<file path="src/rtl/mfp_adc_max10_avg.sv">
// Per-channel decimating averager for the MAX10 ADC response stream.
// Optional round-half-up with saturation when MFP_ADC_AVG_ROUND_EN is defined.
module mfp_adc_max10_avg #(
    parameter int CH_NUM   = 17,
    parameter int AVG_LOG2 = 4
) (
    input  logic        CLK,
    input  logic        RESET,
    input  logic        ADC_R_Valid,
    input  logic [4:0]  ADC_R_Channel,
    input  logic [11:0] ADC_R_Data,
    input  logic        flush,
    output logic        avg_valid,
    input  logic        avg_ready,
    output logic [4:0]  avg_channel,
    output logic [11:0] avg_data,
    output logic        overrun,
    output logic        bad_channel
);
    localparam int ACC_W = 12 + AVG_LOG2;
    localparam int CNT_W = (AVG_LOG2 > 0) ? AVG_LOG2 : 1;
    localparam logic [CNT_W-1:0] CNT_LAST = CNT_W'((1 << AVG_LOG2) - 1);

    logic [ACC_W-1:0] r_acc [CH_NUM];
    logic [CNT_W-1:0] r_cnt [CH_NUM];
    logic             r_avg_valid;
    logic [4:0]       r_avg_channel;
    logic [11:0]      r_avg_data;
    logic             r_overrun;
    logic             r_bad_channel;

    logic             w_in_range;
    logic             w_last;
    logic [ACC_W-1:0] w_acc_cur;
    logic [ACC_W-1:0] w_sum;
    logic [11:0]      w_result;
    logic             w_offer;
    logic             w_load;

    assign w_in_range = (32'(ADC_R_Channel) < CH_NUM);

    // Out-of-range channels must never index the per-channel arrays.
    always_comb begin
        w_acc_cur = '0;
        w_last    = 1'b0;
        if (w_in_range) begin
            w_acc_cur = r_acc[ADC_R_Channel];
            w_last    = (r_cnt[ADC_R_Channel] == CNT_LAST);
        end
    end

    assign w_sum   = w_acc_cur + ACC_W'(ADC_R_Data);
    assign w_offer = ADC_R_Valid && !flush && w_in_range && w_last;
    assign w_load  = w_offer && (!r_avg_valid || avg_ready);

`ifdef MFP_ADC_AVG_ROUND_EN
    generate
        if (AVG_LOG2 > 0) begin : g_round
            // Adding half an LSB before the shift equals adding the first dropped bit after it.
            logic [12:0] w_rnd;
            assign w_rnd    = {1'b0, w_sum[ACC_W-1:AVG_LOG2]} + 13'(w_sum[AVG_LOG2-1]);
            assign w_result = w_rnd[12] ? 12'hFFF : w_rnd[11:0];
        end else begin : g_pass
            assign w_result = w_sum[11:0];
        end
    endgenerate
`else
    assign w_result = w_sum[ACC_W-1:AVG_LOG2];
`endif

    always_ff @(posedge CLK) begin
        if (RESET) begin
            for (int i = 0; i < CH_NUM; i++) begin
                r_acc[i] <= '0;
                r_cnt[i] <= '0;
            end
            r_avg_valid   <= 1'b0;
            r_avg_channel <= '0;
            r_avg_data    <= '0;
            r_overrun     <= 1'b0;
            r_bad_channel <= 1'b0;
        end else begin
            if (flush) begin
                for (int i = 0; i < CH_NUM; i++) begin
                    r_acc[i] <= '0;
                    r_cnt[i] <= '0;
                end
                r_overrun     <= 1'b0;
                r_bad_channel <= 1'b0;
            end else if (ADC_R_Valid) begin
                if (!w_in_range) begin
                    r_bad_channel <= 1'b1;
                end else if (w_last) begin
                    r_acc[ADC_R_Channel] <= '0;
                    r_cnt[ADC_R_Channel] <= '0;
                end else begin
                    r_acc[ADC_R_Channel] <= w_sum;
                    r_cnt[ADC_R_Channel] <= r_cnt[ADC_R_Channel] + CNT_W'(1);
                end
            end

            if (w_load) begin
                r_avg_valid   <= 1'b1;
                r_avg_channel <= ADC_R_Channel;
                r_avg_data    <= w_result;
            end else if (r_avg_valid && avg_ready) begin
                r_avg_valid <= 1'b0;
            end

            // w_offer already excludes flush, so this cannot fight the flush clear.
            if (w_offer && !w_load) begin
                r_overrun <= 1'b1;
            end
        end
    end

    assign avg_valid   = r_avg_valid;
    assign avg_channel = r_avg_channel;
    assign avg_data    = r_avg_data;
    assign overrun     = r_overrun;
    assign bad_channel = r_bad_channel;

endmodule
</file>
<file path="config.mk">
export PLATFORM = sky130hd
export DESIGN_NAME = mfp_adc_max10_avg
export DESIGN_NICKNAME = d
export VERILOG_FILES = /design/src/rtl/mfp_adc_max10_avg.sv
export SDC_FILE = /design/constraint.sdc
export NUM_CORES = 1
export LEC_CHECK = 0
export BUFFER_PORTS_ARGS = -buffer_cell sky130_fd_sc_hd__buf_2
export CORE_ASPECT_RATIO = 1.1
export CORE_MARGIN = 5
export CORE_UTILIZATION = 40
export DETAILED_ROUTE_END_ITERATION = 8
export GPL_TIMING_DRIVEN = 0
export SYNTH_ARGS = -nofsm -noshare
export SYNTH_HDL_FRONTEND = slang
export SYNTH_SLANG_ARGS = --single-unit
export TNS_END_PERCENT = 50
</file>
<file path="constraint.sdc">
create_clock -name CLK -period 4.9 [get_ports CLK]
set_input_delay 0.735 -clock CLK [delete_from_list [all_inputs] [get_ports CLK]]
set_output_delay 0.735 -clock CLK [all_outputs]
set_load 0.005 [all_outputs]
</file>
==> metrics <==
final WL=76760 um; PD cells=376.8 nW/um^2; final core occ=48.00%; max-cap violation count=0; row cnt=101; Total GRT Usage=20.08%; total power after layout=12.53 mW; H-tree depth=3; Place WS=-2.074 ns; most common cell after layout, fill and taps aside=edfxtp_1; Top Ports=42; antenna violations before repair=0; Die ar.=75380 um^2; most frequent cells in the layout=636 x edfxtp_1, 322 x nor2_1, 296 x conb_1; Worst setup EP type=flip-flop; min-delay src=flush; Avg Cell Area, Syn=15.75 um^2; IO buf count=40; design area=33240 um^2; WP data required=5.25 ns; CTS tree=done; DP Area=30540 um^2; drt via density=5.271; Yosys cell types=72; total gr overflow=0; Gate Count Post-Synth=1777; mapped cell area=28000 um^2; TNS Setup=0 ns; Crit. Startpoint=ADC_R_Channel[4]; Setup Skew=0.02752 ns; Area Growth Syn to Fin=18.73%; # diodes=0; Initial Util=40.43%; Setup CP Type=in -> reg; Worst-path clk slew=0.06 ns; vias in the first global route=16910; crit path DAT=5.11 ns; post-synthesis sequential area ratio=69.65%; Final setup viols=0; Clock Latency Late Sink=0.62 ns; status=complete, no violations; worst vdd ir=0.3203 mV; top_reg_cell synth=edfxtp_1; Final nets=2238; post-route worst setup slack=0.1464 ns; fin crit period=4.754 ns; most area-consuming cells after synthesis=edfxtp_1 68%, mux4_2 9.6%, nor2_1 4.4%; clock root buffer=clkbuf_16; Die W=262.2 um; Fin. Hold Viols=0; worst reg2reg startpoint=r_cnt[12][1]; Yosys reg bits=656; Rel. slew slack=15.96%; startpoint types=primary input; GP Congestion=0.9238; Yosys top cell area share=68.22%; Die H=287.5 um; Max Buffers Root-to-Sink=3; Post-synth EDFFs=636; DRC=0; Ys Warns=0; critical-path maximum fanout=15; worst-margin pin slew=1.258 ns; hpwl dp=52090 um; cts bufs inserted=70; hold buffers post-CTS=0; Leak Pwr=12.46 nW; ys async rst share=0%; Fmax=210.4 MHz; via count=16790; largest net degree at the start of global routing=21; clock sink count=656; hold crit path type=in -> reg; 1st-iter DRT viols=1736; period utilization=97.01%; core area=69250 um^2; most area-hungry cell type in the Yosys netlist=edfxtp_1; number of detailed-routing iterations run before antenna repair=8; Slew Viols, Final=0; Avg WL per Cell=24.09 um; share of layout cells above drive strength 1=19.34%; first-pass GRT wire length=111300 um; Antenna Nets Post-Route=0
report_power, final:
group | switching, mW | leakage [nW] | total, mW | internal (mW)
logic | 0.636 | 4.37 | 0.978 | 0.342
clock network | 2.16 | 1.07 | 5.10 | 2.94
registers | 0.0588 | 7.01 | 6.45 | 6.39
total | 2.86 | 12.5 | 12.5 | 9.67
per-layer routing:
layer | track usage (%) | share of wire, %
met5 | 0 | 0
met4 | 9.465 | 5.2
met3 | 3.385 | 6.6
met2 | 34.33 | 50
met1 | 25.14 | 39
cells in the mapped netlist (all sizes together), types with 3 or more instances:
| cell type | n |
|---|---|
| edfxtp | 636 |
| nor2 | 327 |
| mux4 | 119 |
| mux2i | 114 |
| buf | 92 |
| nand2 | 87 |
| nor3 | 79 |
| o22ai | 55 |
| clkbuf | 42 |
| inv | 30 |
| a21oi | 20 |
| dfxtp | 20 |
| a221oi | 14 |
| ha | 13 |
| a31oi | 12 |
| nor4 | 11 |
| a22o | 10 |
| xnor2 | 8 |
| nand3 | 6 |
| nor2b | 6 |
| o21ai | 6 |
| xor2 | 6 |
| nand2b | 5 |
| nand4b | 4 |
| or4b | 4 |
| or4bb | 4 |
| a21o | 3 |
| and3 | 3 |
| nand4 | 3 |
| o31ai | 3 |
| or2 | 3 |
timing repair:
item,in CTS,in global routing
endpoints found under the setup margin,438,307
gates resized for setup,66,37
pin swaps,8,7
gates cloned,2,1
setup buffers,8,11
worst paths after layout:
path	slack (ns)	endpoint	depth (start not counted)
worst max-delay path	0.15	r_acc[29][8]	20
worst min-delay path	0.36	bad_channel	2
worst min register to register	0.47	avg_data[3]	2
worst max register to register	0.71	r_cnt[17][3]	8
final cells by class:
| cell class | count | area, um^2 |
|---|---|---|
| multi-input cells | 1253 | 8996 |
| repair buffers | 59 | 355.3 |
| flip-flops and latches | 656 | 19500 |
| clock inverters | 39 | 287.8 |
| well taps | 927 | 1160 |
| fillers | 6147 | 36010 |
| clock buffers | 90 | 1891 |
| inverters | 30 | 136.4 |
| plain buffers | 130 | 898.4 |
| repair inverters | 2 | 15.01 |
critical path, cell delays in order:
cell and delay [ns]:
buf_2 0.12, buf_2 0.21, buf_2 0.25, buf_2 0.36
buf_2 0.40, mux2i_1 0.23, o22ai_1 0.14, a221oi_1 0.24
nor2_1 0.08, ha_1 0.27, fa_2 0.46, a211o_1 0.33
o211ai_1 0.16, a21oi_1 0.15, a21oi_2 0.19, xnor2_1 0.15
nand2_4 0.16, buf_6 0.19, clkinvlp_4 0.12, buf_12 0.15
cells by family (layout without fill, tap and decap cells):
| logic type | after synthesis | in the layout | synth area share, % |
|---|---|---|---|
| DFF | 656 | 656 | 69.65 |
| and+or+nand+nor | 553 | 554 | 9.010 |
| muxes | 235 | 235 | 13.73 |
| buffers and inverters | 164 | 350 | 2.878 |
| AOI/OAI and AO/OA | 140 | 140 | 3.508 |
| adders and majority gates | 14 | 14 | 0.6525 |
| xor gates and xnor gates | 14 | 14 | 0.5587 |
| other | 1 | 296 | 0.01339 |
per-stage QoR:
step                hold WS (ns)  instances
floorplan                 0.4495       2072
global placement          0.4611       3039
global route              0.3571       3186
CTS                       0.3380       3176
detailed placement        0.4699       3039
finish                    0.3574       3186
flip-flops by register name (all words and copies together) (netlist names):
name / flops
avg_data: 12
avg_valid: 1
bad_channel: 1
overrun: 1
avg_channel: 5
r_cnt: 128
r_acc: 508
(Power assumes the default switching activity.)
